==> config.mk <==
export PLATFORM = sky130hd
export DESIGN_NAME = vjtag_bus_arb
export DESIGN_NICKNAME = d
export VERILOG_FILES = /design/src/rtl/vjtag_bus_arb.sv
export SDC_FILE = /design/constraint.sdc
export NUM_CORES = 1
export LEC_CHECK = 0
export BUFFER_PORTS_ARGS = -buffer_cell sky130_fd_sc_hd__buf_4
export CORE_MARGIN = 4
export CORE_UTILIZATION = 30
export DETAILED_ROUTE_END_ITERATION = 7
export GPL_ROUTABILITY_DRIVEN = 0
export GPL_TIMING_DRIVEN = 1
export PLACE_DENSITY = 0.7
export SLEW_MARGIN = 20
export SYNTH_ARGS = -nofsm -noshare
export SYNTH_HDL_FRONTEND = slang
export SYNTH_SLANG_ARGS = --single-unit
export TNS_END_PERCENT = 20
==> constraint.sdc <==
create_clock -name clk -period 3.5 [get_ports clk]
set_clock_uncertainty 0.15 [all_clocks]
set_input_delay 0 -clock clk [delete_from_list [all_inputs] [get_ports clk]]
set_output_delay 0 -clock clk [all_outputs]
set_load 0.01 [all_outputs]
==> src/rtl/vjtag_bus_arb.sv <==
// vjtag_bus_arb: shares one downstream bus between the VJTAG host (master 0)
// and a second on-chip requester (master 1). One transaction is in flight at a
// time; read responses are routed back to the issuing master, and reads that
// never return are completed with all-ones data after RSP_TIMEOUT cycles.
// Optional feature macro: VJTAG_ARB_RR_EN selects round-robin arbitration;
// when it is undefined, master 0 wins every tie.
module vjtag_bus_arb #(
  parameter int ADDR_WIDTH  = 16,
  parameter int DATA_WIDTH  = 16,
  parameter int RSP_TIMEOUT = 1024
) (
  input  logic                  clk,
  input  logic                  rst_n,
  input  logic                  m0_req_valid,
  input  logic [ADDR_WIDTH-1:0] m0_req_addr,
  input  logic                  m0_req_write,
  input  logic [DATA_WIDTH-1:0] m0_req_wdata,
  output logic                  m0_req_ready,
  output logic                  m0_rsp_valid,
  output logic [DATA_WIDTH-1:0] m0_rsp_rdata,
  input  logic                  m1_req_valid,
  input  logic [ADDR_WIDTH-1:0] m1_req_addr,
  input  logic                  m1_req_write,
  input  logic [DATA_WIDTH-1:0] m1_req_wdata,
  output logic                  m1_req_ready,
  output logic                  m1_rsp_valid,
  output logic [DATA_WIDTH-1:0] m1_rsp_rdata,
  output logic                  s_req_valid,
  output logic [ADDR_WIDTH-1:0] s_req_addr,
  output logic                  s_req_write,
  output logic [DATA_WIDTH-1:0] s_req_wdata,
  input  logic                  s_req_ready,
  input  logic                  s_rsp_valid,
  input  logic [DATA_WIDTH-1:0] s_rsp_rdata,
  output logic                  gnt_id,
  output logic                  busy,
  output logic                  timeout_err
);

  typedef enum logic [1:0] {
    S_IDLE  = 2'd0,
    S_GRANT = 2'd1,
    S_RSP   = 2'd2
  } state_t;

  // A zero RSP_TIMEOUT disables the timeout; keep the counter at least 1 bit.
  localparam bit TO_EN   = (RSP_TIMEOUT > 0);
  localparam int CNT_W   = TO_EN ? $clog2(RSP_TIMEOUT + 1) : 1;
  localparam int TO_LAST = TO_EN ? RSP_TIMEOUT - 1 : 0;

  state_t                  state;
  logic [CNT_W-1:0]        to_cnt;
  logic                    any_req;
  logic                    win;
  logic                    sel_valid;
  logic                    sel_write;
  logic [ADDR_WIDTH-1:0]   sel_addr;
  logic [DATA_WIDTH-1:0]   sel_wdata;
  logic                    in_grant;
  logic                    in_rsp;
  logic                    timeout_hit;
  logic                    rsp_fire;
  logic [DATA_WIDTH-1:0]   rsp_data;

  assign any_req  = m0_req_valid | m1_req_valid;
  assign in_grant = (state == S_GRANT);
  assign in_rsp   = (state == S_RSP);

`ifdef VJTAG_ARB_RR_EN
  logic last_gnt;

  // Round-robin winner: a tie goes to the master that was not granted last.
  always_comb begin
    win = 1'b0;
    if (m0_req_valid && m1_req_valid) win = ~last_gnt;
    else                              win = ~m0_req_valid;
  end

  // Remember who was granted so the next tie goes the other way.
  always_ff @(posedge clk or negedge rst_n) begin
    if (!rst_n)                          last_gnt <= 1'b1;
    else if (state == S_IDLE && any_req) last_gnt <= win;
  end
`else
  // Fixed priority winner: the VJTAG host wins whenever it is requesting.
  always_comb begin
    win = ~m0_req_valid;
  end
`endif

  // Select the granted master's request fields.
  always_comb begin
    sel_valid = gnt_id ? m1_req_valid : m0_req_valid;
    sel_write = gnt_id ? m1_req_write : m0_req_write;
    sel_addr  = gnt_id ? m1_req_addr  : m0_req_addr;
    sel_wdata = gnt_id ? m1_req_wdata : m0_req_wdata;
  end

  // Response completes on a real response (which wins over a same-cycle timeout)
  // or on the last allowed RSP cycle without one.
  assign timeout_hit = TO_EN && in_rsp && !s_rsp_valid && (to_cnt == CNT_W'(TO_LAST));
  assign rsp_fire    = in_rsp && (s_rsp_valid || timeout_hit);
  assign rsp_data    = timeout_hit ? {DATA_WIDTH{1'b1}} : s_rsp_rdata;

  // Downstream request, master readies and response routing.
  always_comb begin
    s_req_valid  = in_grant & sel_valid;
    s_req_write  = in_grant & sel_write;
    s_req_addr   = in_grant ? sel_addr  : '0;
    s_req_wdata  = in_grant ? sel_wdata : '0;
    m0_req_ready = in_grant & ~gnt_id & s_req_ready;
    m1_req_ready = in_grant &  gnt_id & s_req_ready;
    m0_rsp_valid = rsp_fire & ~gnt_id;
    m1_rsp_valid = rsp_fire &  gnt_id;
    m0_rsp_rdata = rsp_data;
    m1_rsp_rdata = rsp_data;
    timeout_err  = timeout_hit;
    busy         = (state != S_IDLE);
  end

  // Arbitration FSM with grant register and saturating response timer.
  always_ff @(posedge clk or negedge rst_n) begin
    if (!rst_n) begin
      state  <= S_IDLE;
      gnt_id <= 1'b0;
      to_cnt <= '0;
    end else begin
      case (state)
        S_IDLE: begin
          if (any_req) begin
            gnt_id <= win;
            state  <= S_GRANT;
          end
        end
        S_GRANT: begin
          if (!sel_valid) begin
            state <= S_IDLE;
          end else if (s_req_ready) begin
            if (sel_write) begin
              state <= S_IDLE;
            end else begin
              to_cnt <= '0;
              state  <= S_RSP;
            end
          end
        end
        S_RSP: begin
          if (rsp_fire)          state  <= S_IDLE;
          else if (to_cnt != '1) to_cnt <= to_cnt + 1'b1;
        end
        default: state <= S_IDLE;
      endcase
    end
  end

endmodule

# == Word-level counts from Yosys, hierarchy flattened ==
# Cells that the tools add are included.
# word_totals
ff_bits,14
latchBits,0
ramBits,0
romBits,0
inputBits,88
out_inout_bits,73
wordCells,57
n_memories,0
# classes
n_addsub,1
n_mul,0
div,0
magnitude_cmp,0
eq_ne,12
n_shift,0
muxes,19
bitwise,11
reduce_logical,11
# op_table
op,count
16-bit 2-to-1 mux,5
11-bit 2-to-1 mux,5
11-bit case mux with 2 select lines,1
11-bit by 1-bit adder with 11-bit output (second input constant),1
11-bit by 10-bit == test with 1-bit output (second input constant),1
11-bit != test (second input constant),1
2-bit 2-to-1 mux,5
2-bit != test (second input constant),5
1-bit AND,8
2-bit case mux with 3 select lines,1
6-bit AND reduction,1
2-bit by 1-bit != test with 1-bit output (second input constant),2
2-bit nonzero test,2
1-bit logical AND,3
3-bit != test (second input constant),1
3-bit AND reduction,1
2-bit by 1-bit == test with 1-bit output (second input constant),1
2-bit == test (second input constant),1
2-bit zero test,1
1-bit 2-to-1 mux,2
1-bit inverter,2
2-bit AND reduction,1
1-bit zero test,1
1-bit logical OR,1
1-bit OR,1

# == Longest topological paths before layout ==
# Gate-level depths: netlist of run 1.
# depth
ltp_word,7
ltp_mapped,7
depth_no_buf,5

# == Worst setup path after synthesis of run 1 ==
# OpenSTA, ideal clock, no wires.
# synth_path
kind,reg2out
from,reg state[0]
to,out m1_rsp_rdata[10]
arrival_ns,1.707
required_time_ns,3.350
path_slack_ns,1.643
path_stages_with_launch,7
n_path_buf,3
path_cell_list,dfrtp_1 > or3b_1 > buf_6 > nor4_4 > buf_6 > or2_1 > buf_4
# synth_via
elab_chain_cells,4
# synth_rtl
element,line,source
"start, declared",51,state_t state;
"start signal, assigned",124,state <= S_IDLE;
"start signal, assigned",132,state <= S_GRANT;
"start signal, assigned",137,state <= S_IDLE;
2-bit == test,67,assign in_rsp = (state == S_RSP);
1-bit logical AND (2 in series),101,assign timeout_hit = TO_EN && in_rsp && !s_rsp_valid && (to_cnt == CNT_W'(TO_LAST));
named net timeout_err,37,output logic timeout_err
16-bit 2-to-1 mux,103,assign rsp_data = timeout_hit ? {DATA_WIDTH{1'b1}} : s_rsp_rdata;
"end, declared",27,"output logic [DATA_WIDTH-1:0] m1_rsp_rdata,"
# The timed path passes the listed nets, and every way through them passes these cells.

# == Final worst setup path of run 1 ==
# layout_path
from,reg state[0]
to,out m0_rsp_rdata[2]
# layout_via
elab_chain_cells,4
# layout_rtl
element,line,source
2-bit == test,67,
1-bit logical AND (2 in series),101,
16-bit 2-to-1 mux,103,
"end, declared",20,"output logic [DATA_WIDTH-1:0] m0_rsp_rdata,"
# No other way between the ends.

==> results, run 1 <==
- The clock tree root driver cell is clkbuf_8.
- The die covers 6500 um2.
- The number of antenna violations at the first check in global routing is 0.
- Once layout is complete, the utilization of the core stands at 55.7%.
- The maximum operating frequency is 434 MHz.
- Counting cells, the worst reg-to-reg path comes to 4.
- Across the run, the number of max-cap violations was 0.
- The via count of the first global-routing pass came to 1789.
- The net count after synthesis is 284.
- The synthesis warning total is 0.
- The critical path's slowest cell is nor4_4.
- Leaving out fill and tap cells, the most frequent cells in the layout are buf_4 (161), nor2_1 (39), mux2i_1 (32), or2_1 (17), dfrtp_1 (13).
- The number of ports placed on the die boundary is 161.
- The launching element type of the critical path is a flip-flop.
- The cell count of the worst hold path is 4.
- The end point of the most critical hold path is state[1]$_DFFE_PN0P_.
- The via total after detailed routing is 1959.
- CTS built an H-tree with a depth of 1.
- Setup repair after global routing left no endpoint under its margin.
- The final count of hold timing violations was 0.
- The detailed router's first-iteration violation count is 35.
- Measured along the x axis, the die boundary spans 80.6 um.
- The clock period minus final worst setup slack is 2.30 ns.
- The wire length per cell is 13.8 um.
- The count of instances resized after the clock tree is built is 0.
- The die extent in y is 80.6 um.
- The half-perimeter wire length after detailed placement is 4730 um.
- The worst setup path is captured at a primary output.
- The area growth from synthesis to layout is 79.7%.
- Entering global routing, the biggest net connects 34 pins.
- The insertion delay of the later-clocked pin in the worst-skew pair is 0.25 ns.
- The post-CTS repair timing setup buffer count is 0.
- Across all setup checks in the final design, the least slack found is 1.20 ns.
- The number of port buffers is 160.
- After clock tree synthesis, the clock-pin slew on the worst setup and hold paths is 0.05 ns.
- The data required time of the worst path is 3.35 ns.
- The final-report max-slew violation count was 0.
- For the pin with the worst max-slew slack, the measured transition is 0.648 ns.
- The number of clock sinks seen by CTS is 14.
- TritonCTS built the clock tree.
- Before antenna repair, the detailed router went through 4 iterations.
- The share of the cycle needed by the critical path after routing is 65.8%.
- The sequential-to-total area share from yosys stat is 22.2%.
- The standard cell core area is 5110 um2.
- Synthesis handed over a netlist of 195 instances.
- The synthesized area per cell is 8.11 um2.
- The tightest min-delay check is of the in2reg type.
- The detailed-route DRC error count is 0.
- In this run the critical register-to-register path is launched from gnt_id$_DFFE_PN0P_.
- Summed over all failing endpoints, the final setup total negative slack is 0 ns.
- Counting flops and latches in the post-synthesis netlist gives 14.
- For this run, the slowest stage of the critical path takes 0.57 ns.
- Traced cell by cell, the critical path runs through or3b_1, nor4_4, or2_1, buf_4.
- The run finished with clean final reports.
- Once placement finished, the instance area stood at 2700 um2.
- The mapped cell area is 1580 um2.
- No sink is reached through more buffers than the 2 on the longest clock path.
- The static leakage is 1.49 nW.
- The headroom to the max-slew limit is 56.8%.
- The count of nets left with antenna violations once routing finished came out at 0.
- The total overflow reported by the global router is 0.
- The number of core rows is 26.
- The setup slack of the most critical reg-to-reg path is 1.45 ns.
- In the final layout, the share of cells above drive strength 1 is 52.2%.
- The total of fill cells in the finished design is 469.
- The critical path is of the reg2out type.
- The worst register-to-register path ends at to_cnt[10]$_DFFE_PN0P_.
- The initial utilization of the core area, before any placement, comes to 31.0%.
- The global-route wire length before repair is 8310 um.
- The largest fanout of any net on the critical path is 17.
- The data arrival time of the critical path is 2.15 ns.
- Power spread over the standard cell area amounts to 499 nW/um2.
- Timing analysis after detailed placement gives a worst setup slack of 1.40 ns.
- Global routing consumed, over all layers together, 16.0% of the routing resources.
- The final layout contains routed wiring with a total length of 5710 um.
- The worst-case IR drop observed on VDD is 0.387 mV.
- The net count of the finished layout is 433.
- The count of distinct cell types in the synthesized netlist is 40.
- The number of buffers added to fix hold violations after cts is 9.
- The summed area of non-filler cells in the final layout is 2840 um2.
- The cell family contributing the most delay on the critical path is simple AND/OR/NAND/NOR gates.
- The number of buffer and inverter stages on the critical path is 1.
- The startpoint identified for the worst hold timing path is m1_req_valid.
- Leaving out fill and tap cells, the most frequent cell in the layout is buf_4.
- The number of vias per cell after detailed routing is 4.74.
- The number of CTS-inserted buffers is 3.
- The antenna diode count is 0.
- The number of setup violations in the final report is 0.
[area by class of cell]
cell class / count / area (um2) / share of cell area (%)
flip-flops and latches: 14 / 352 / 12.4
well taps: 70 / 87.6 / 3.08
clock buffers: 4 / 55.1 / 1.94
repair buffers: 170 / 1300 / 45.7
multi-input cells: 152 / 1040 / 36.5
inverters: 3 / 11.3 / 0.396
[routing by layer]
metal | share of wire, % | up-vias | GRT usage [%]
met5 | 0 | - | 0
met4 | 2.0 | 0 | 6.42
met3 | 11 | 11 | 4.71
met2 | 49 | 100 | 26.1
met1 | 38 | 881 | 19.6
li1 | - | 967 | -
[through the flow]
stage | hold slack, ns | total power (W) | std cells
after global placement | -0.291 | 0.00123 | 400
after CTS | 0.126 | 0.00143 | 413
after global routing | 0.154 | 0.00152 | 413
after detailed placement | -0.289 | 0.00124 | 400
after floorplan | -0.446 | 0.000807 | 195
final | 0.134 | 0.00142 | 413
[worst max-delay path by stage]
stage,endpoint,slack [ns],depth (start not counted),startpoint
5_1_grt,m0_rsp_rdata[12],0.95,4,state[0]$_DFFE_PN0P_
2_1_floorplan,m1_rsp_rdata[10],1.64,6,state[0]$_DFFE_PN0P_
4_1_cts,m0_rsp_rdata[2],1.13,4,state[0]$_DFFE_PN0P_
6_report,m0_rsp_rdata[2],1.20,4,state[0]$_DFFE_PN0P_
3_5_place_dp,m0_rsp_rdata[12],1.40,4,state[0]$_DFFE_PN0P_
3_3_place_gp,m0_rsp_rdata[2],1.47,4,state[0]$_DFFE_PN0P_
[kinds of logic after synthesis]
logic type / share of synthesized area (%)
and+or+nand+nor: 30.6
DFF: 22.2
muxes: 23.1
adders and majority gates: 0.791
AOI/OAI and AO/OA: 11.0
buffers and inverters: 12.3
[worst register-to-register path, stage by stage, from the launching register on]
cell           delay, ns
dfrtp_2             0.61
mux2i_4             0.32
dlygate4sd3_1       0.58
nand4_1             0.12
and2_1              0.17
[state kept, by name, indices dropped and copies added, names as in the netlist]
name,cells
state,2
to_cnt,11
gnt_id,1
[cell usage after synthesis]
library cell	count	area, um2
nand3_1	3	15.0
mux2i_1	32	320
nor4_4	1	21.3
a21oi_1	4	20.0
buf_4	16	120
a41oi_2	1	16.3
dfrtp_1	14	350
nor4_2	1	12.5
nand2_1	8	30.0
or2_1	17	106
nand2b_1	1	6.26
a41oi_1	1	8.76
o31a_1	2	17.5
buf_2	3	15.0
nor4_1	1	6.26
inv_1	3	11.3
a211o_1	1	8.76
or2b_1	1	7.51
ha_1	1	12.5
o21ai_1	4	20.0
and3_2	1	7.51
nand3_2	1	10.0
nor3b_2	1	12.5
nor3_1	2	10.0
o31ai_1	2	15.0
mux2_2	2	22.5
buf_6	3	33.8
o311ai_1	1	8.76
mux2i_4	1	22.5
and3_1	5	31.3
a22o_1	1	8.76
clkbuf_1	4	15.0
and4_2	1	10.0
o21ai_0	5	25.0
and2_1	1	6.26
or3b_1	1	8.76
a31oi_1	4	25.0
nand4_1	3	18.8
and2b_2	2	17.5
nor2_1	39	146
[power breakdown]
part | internal (W) | switching (W)
logic | 0.000534 | 0.000480
registers | 0.000186 | 0.0000601
clock network | 0.0000997 | 0.0000581
(Power assumes the default switching activity.)
==> run 2: changes to the inputs <==
==> constraint.sdc (replaced) <==
create_clock -name clk -period 2.18 [get_ports clk]
set_clock_uncertainty 0.15 [all_clocks]
set_input_delay 0 -clock clk [delete_from_list [all_inputs] [get_ports clk]]
set_output_delay 0 -clock clk [all_outputs]
set_load 0.01 [all_outputs]
==> results, run 2 (synthesis results as in run 1) <==
- The run finished with clean final reports.
- In the routed layout, each cell is associated on average with a via count of 4.67.
- The largest fanout of any net on the critical path is 8.
- The transition time of the tightest slew-check pin is 0.644 ns.
- For the worst setup path, the data required time is 2.03 ns.
- The worst path needs 2.06 ns of the cycle, external delays included.
- The peak supply drop is 0.636 mV.
- The number of clock sinks seen by CTS is 14.
- The final-report max-slew violation count is 0.
- The largest registers in the layout are to_cnt (11), state (2), gnt_id (1).
- The clock tree from TritonCTS is done.
- The repair_antennas step left the layout with diodes totalling 0.
- The first global-routing pass estimated 8100 um of wire.
- Across the run, the number of max-cap violations was 0.
- The initial utilization of the core area, before any placement, comes to 31.0%.
- The final core utilization is 57.2%.
- The net count of the finished layout is 441.
- The area growth from synthesis to layout is 84.7%.
- Once placement completed, the tool counted placed cells totaling 403.
- The number of ports placed on the die boundary is 161.
- The detailed-routing iteration count for the pre-antenna-repair pass is 4.
- The final count of hold timing violations came to 0.
- In the layout the commonest cells are buf_4 (168), nor2_1 (39), mux2i_1 (32), or2_1 (17), dfrtp_1 (11).
- Summing over every cut layer, the via total after detailed routing is 1967.
- The count of H-tree levels built during CTS is 1.
- Input and output buffers added on the ports amount to 160.
- Derived from the worst setup path, the maximum achievable clock frequency is 486 MHz.
- The sum of routed wire length over all layers is 5920 um.
- The half-perimeter wire length after detailed placement is 4650 um.
- The share of the cycle needed by the critical path after routing is 94.3%.
- In the final routed layout, each cell accounts on average for 14.0 um.
- For this run the aggregate overflow at the end of global routing stands at 0.
- Global routing used 15.6% of the available tracks across all layers.
- The worst hold margin is 0.131 ns.
- The type of the worst setup path is in2out.
- The number of antenna violations at the first check in global routing is 0.
- After detailed routing, the number of remaining DRC violations is 0.
- The cell area power density is 803 nW/um2.
- The number of CTS-inserted buffers is 3.
- The standard cell core area is 5110 um2.
- In this run the horizontal extent of the chip is 80.6 um.
- Fill cells in the final layout number 482.
- Headroom to the max-slew limit came out at 56.9%.
- The layout cell share with drive strength beyond 1 is 54.1%.
- The register containing the most flip-flops in the final layout is to_cnt.
- The pin count of the biggest net entering global routing is 34.
- The data arrival time of the critical path is 1.91 ns.
- The static leakage is 1.53 nW.
- The post-detailed-route count of antenna-violating nets is 0.
- The element type at the critical path end is a primary output.
- The tree is rooted in a clkbuf_8.
- The worst setup path is launched from a primary input.
- The number of core rows is 26.
- Clock-pin slew was measured on the worst setup and hold paths at 0.05 ns.
- The final cell count without fillers is 421.
- At the later pin of the worst-skew pair, clock insertion delay measures 0.24 ns.
- The area enclosed by the die boundary is 6500 um2.
- The overall power after layout is 0.00234 W.
- The deepest clock path buffer count is 2.
- The register with the most flip-flops in the layout has 11 of them.
- The number of setup violations in the final report is 0.
- The most common library cell in the layout ignoring fill and taps is buf_4.
- The detailed router's first-iteration violation count is 43.
- The worst hold path belongs to the class in2reg.
- The die extent in y is 80.6 um.
- The via count of the first global-routing pass is 1795.
- In the final timing run, aggregate negative setup slack is 0 ns.
run 2: power by group:
part | switching [W] | leakage, nW | internal (W)
clock network | 0.0000887 | 0.0288 | 0.000160
logic | 0.000828 | 1.32 | 0.000907
registers | 0.0000598 | 0.186 | 0.000302
total | 0.000977 | 1.53 | 0.00137
run 2: final timing paths:
kind / slack (ns) / to / cells past startpoint / startpoint
worst min register to register: 0.36 / to_cnt[8]$_DFFE_PN0P_ / 1 / to_cnt[8]$_DFFE_PN0P_
worst min-delay path: 0.13 / state[1]$_DFFE_PN0P_ / 4 / m1_req_valid
min in group asynchronous: 0.70 / to_cnt[0]$_DFFE_PN0P_ / 3 / rst_n
worst max-delay path: 0.12 / m1_rsp_rdata[6] / 7 / s_rsp_valid
max in group asynchronous: 0.72 / state[1]$_DFFE_PN0P_ / 3 / rst_n
worst max register to register: 0.33 / state[0]$_DFFE_PN0P_ / 4 / gnt_id$_DFFE_PN0P_
run 2: critical path, stage by stage:
cell and delay [ns]:
dlygate4sd3_1 0.54, buf_4 0.15, or3b_4 0.43, nor4_4 0.34, buf_4 0.21, or2_1 0.12, buf_4 0.12
run 2: routing by layer:
| layer | routed length (um) | vias to the layer above | track usage, % |
|---|---|---|---|
| met3 | 567 | 4 | 4.60 |
| met4 | 59 | 0 | 3.72 |
| met5 | 0 | - | 0 |
| met1 | 2210 | 896 | 17.9 |
| li1 | - | 978 | - |
| met2 | 3080 | 89 | 28.1 |
run 2: final cells by class:
type / count / area, um2 / share of cell area, %
clock buffers: 4 / 55.1 / 1.88
inverters: 3 / 11.3 / 0.385
multi-input cells: 152 / 1050 / 36.0
flip-flops and latches: 14 / 354 / 12.1
well taps: 70 / 87.6 / 3.00
repair buffers: 178 / 1360 / 46.6
run 2: metrics by stage:
step	cell area [um2]	worst slack, ns
global placement	2720	0.343
CTS	2860	0.0425
global route	2920	-0.00766
floorplan	1580	0.323
finish	2920	0.124
detailed placement	2720	0.292
run 2: what timing repair did:
item	in CTS	in global routing
gates resized for setup	0	9
hold buffers	9	0
hold endpoints to repair	19	0
buffers inserted	0	3
endpoints found under the setup margin	0	32
==> run 3: changes to the inputs <==
==> constraint.sdc (replaced) <==
create_clock -name clk -period 2.18 [get_ports clk]
set_clock_uncertainty 0.15 [all_clocks]
set_input_delay 0 -clock clk [delete_from_list [all_inputs] [get_ports clk]]
set_output_delay 0 -clock clk [all_outputs]
set_load 0.1 [all_outputs]
==> results, run 3 (synthesis results as in run 1) <==
- The via total after detailed routing is 2026.
- The register with the most flip-flops in the layout has 11 of them.
- Ranked by flip-flop count, first place goes to to_cnt.
- Cells with a size suffix above 1 make up 68.8% of the layout.
- Along the worst path, the maximum fanout reaches 9.
- The cell area power density is 1500 nW/um2.
- The most common library cell in the layout ignoring fill and taps is buf_4.
- The wire length per cell is 15.5 um.
- The region available for standard cell placement spans 5110 um2.
- The final count of hold timing violations came to 0.
- The worst setup slack after placement is 0.195 ns.
- In the routed design, unresolved DRC markers number 0.
- Data on the critical path is required at its endpoint by 2.03 ns.
- Adding up every negative setup slack in the final design gives 0 ns.
- The number of placed instances, taps included, is 405.
- In the final layout, the registers with the most flip-flops are to_cnt (11), state (2), gnt_id (1).
- In this design, the critical path's most frequently occurring cell is buf_6.
- The final cell count without fillers is 419.
- The end point of the most critical hold path is state[1]$_DFFE_PN0P_.
- STA classifies the critical path endpoint as a primary output.
- 161 I/O pins were placed.
- The destination of the worst register-to-register timing path is to_cnt[3]$_DFFE_PN0P_.
- The via count of the first global-routing pass is 1958.
- The total overflow left after global routing is 0.
- In this run the deepest clock path goes through 2 buffers.
- The insertion delay of the later-clocked pin in the worst-skew pair is 0.25 ns.
- The sum of routed wire length over all layers is 6490 um.
- The antenna diode count is 0.
- The cell count of the worst hold path is 4.
- In this run the core area contains 26 standard-cell rows.
- The critical path's slowest cell is dfrtp_1.
- For the pin with the worst max-slew slack, the measured transition is 0.631 ns.
- Traced cell by cell, the critical path runs through ha_2, and3_2, nand2_1, nor4_4, buf_6, or2_2, buf_6.
- STA puts the critical path data arrival time at 1.94 ns.
- The die outline width is 80.6 um.
- From synthesis to final layout, the design area changed by 113%.
- The library cells used most frequently in the layout, excluding fill and tap cells, are buf_4 (131), mux2i_1 (32), nor2_4 (27), buf_6 (17), buf_8 (14).
- The flow ran to the end, and the final reports show no timing, DRC or antenna violations.
- The final-report max-slew violation count is 0.
- Detailed placement ended at an HPWL of 5080 um.
- The number of antenna violations at the first check in global routing is 0.
- The worst hold margin is 0.136 ns.
- After detailed routing, the number of vias per cell comes to 4.84.
- Counting the buffers created by CTS gives 3.
- Max-cap violations in this run came to 0.
- The aggregate global-route resource usage is 17.6%.
- Setup repair after global routing could not meet its margin everywhere.
- The type of the worst setup path is reg2out.
- The die extent in y is 80.6 um.
- TritonCTS built the clock tree.
- The area enclosed by the die boundary is 6500 um2.
- The net count of the finished layout is 439.
- CTS built an H-tree with a depth of 1.
- The effective utilization at floorplan is 31.0%.
- The startpoint identified for the worst register-to-register timing path is to_cnt[0]$_DFFE_PN0P_.
- Timing would allow up to 479 MHz.
- In this run, the number of DRC markers left after iteration 0 of detailed routing was 106.
- Setup violations remaining at the end of the flow were counted as 0.
- The peak supply drop is 1.26 mV.
- The number of cells on the worst reg-to-reg path is 5.
- Headroom to the max-slew limit came out at 57.8%.
- STA classifies the critical path startpoint as a flip-flop.
- The class of the tightest hold or removal check is in2reg.
- The share of the cycle needed by the critical path after routing is 95.7%.
- The worst register-to-register path has a setup slack of 0.25 ns.
- The pin count of the biggest net entering global routing is 34.
- The clock tree root driver cell is clkbuf_8.
- Once routing completed, OpenROAD measured the worst setup slack at 0.0928 ns.
- The static leakage is 1.62 nW.
- Once detail routing completed, the nets flagged for antenna violations numbered 0.
- The post-CTS repair timing setup buffer count is 0.
- After clock tree synthesis, the clock-pin slew on the worst setup and hold paths is 0.06 ns.
- The number of clock sinks seen by CTS is 14.
- For this run, the detailed router's first-pass iteration total came to 4.
- The global-route wire length before repair is 9140 um.
- For this run, the slowest stage of the critical path takes 0.41 ns.
- Counting I/O delays and the setup requirement, the final critical path takes 2.09 ns.
- The hold path startpoint is m1_req_valid.
- The count of buffers added on input and output ports is 160.
run 3: cell count changes in the layout (fill, tap and decap cells not counted), moves of 5 or more:
| cell | before | now |
|---|---|---|
| buf_12 | 0 | 5 |
| buf_4 | 168 | 131 |
| buf_6 | 1 | 17 |
| buf_8 | 0 | 14 |
| nor2_1 | 39 | 4 |
| nor2_2 | 0 | 8 |
| nor2_4 | 0 | 27 |
| or2_1 | 17 | 1 |
| or2_2 | 0 | 7 |
| or2_4 | 0 | 9 |
run 3: through the flow:
step           instance area (um2)  utilization [%]  power [W]
4_1_cts                       3180             62.3    0.00504
6_report                      3370             66.0    0.00507
5_1_grt                       3370             66.0    0.00525
2_1_floorplan                 1830                -    0.00394
3_5_place_dp                  3000             58.7    0.00475
3_3_place_gp                  3000             58.7    0.00473
run 3: worst max-delay path by stage:
stage	start	end	slack [ns]	depth (start not counted)
floorplan	state[0]$_DFFE_PN0P_	m1_rsp_rdata[10]	-0.24	6
global placement	to_cnt[0]$_DFFE_PN0P_	m1_rsp_rdata[5]	0.23	7
detailed placement	to_cnt[0]$_DFFE_PN0P_	m1_rsp_rdata[5]	0.20	7
CTS	to_cnt[0]$_DFFE_PN0P_	m0_rsp_rdata[9]	-0.03	7
global route	to_cnt[0]$_DFFE_PN0P_	m0_rsp_rdata[9]	-0.03	7
finish	to_cnt[0]$_DFFE_PN0P_	m0_rsp_rdata[2]	0.09	7
run 3: layout make-up:
cell class | instances | area, um2
clock buffers | 4 | 45.0
fillers | 427 | 1730
inverters | 3 | 11.3
multi-input cells | 152 | 1300
flip-flops and latches | 14 | 354
well taps | 70 | 87.6
repair buffers | 176 | 1580
run 3: timing repair:
action | CTS | global route
endpoints found under the setup margin | 32 | 35
pin swaps | 0 | 1
gates cloned | 0 | 1
gates resized for setup | 13 | 51
hold buffers | 9 | 0
endpoints found under the hold margin | 19 | 0
run 3: critical path, delay by kind of cell (launching register included):
family / cells / cell delay [ns]
and+or+nand+nor: 4 / 0.71
adders and majority gates: 1 / 0.22
DFF: 1 / 0.41
buffers and inverters: 2 / 0.34
run 3: layer usage:
| layer | part of all wire (%) | GRT usage, % | up-vias |
|---|---|---|---|
| met3 | 10 | 4.82 | 8 |
| met4 | 1.2 | 4.05 | 0 |
| met1 | 35 | 21.0 | 927 |
| li1 | - | - | 986 |
| met5 | 0 | 0 | - |
| met2 | 53 | 31.0 | 105 |
run 3: power breakdown:
part | switching (W) | internal (W)
logic | 0.00334 | 0.00114
registers | 0.0000551 | 0.000301
clock network | 0.0000970 | 0.000130
total | 0.00349 | 0.00157
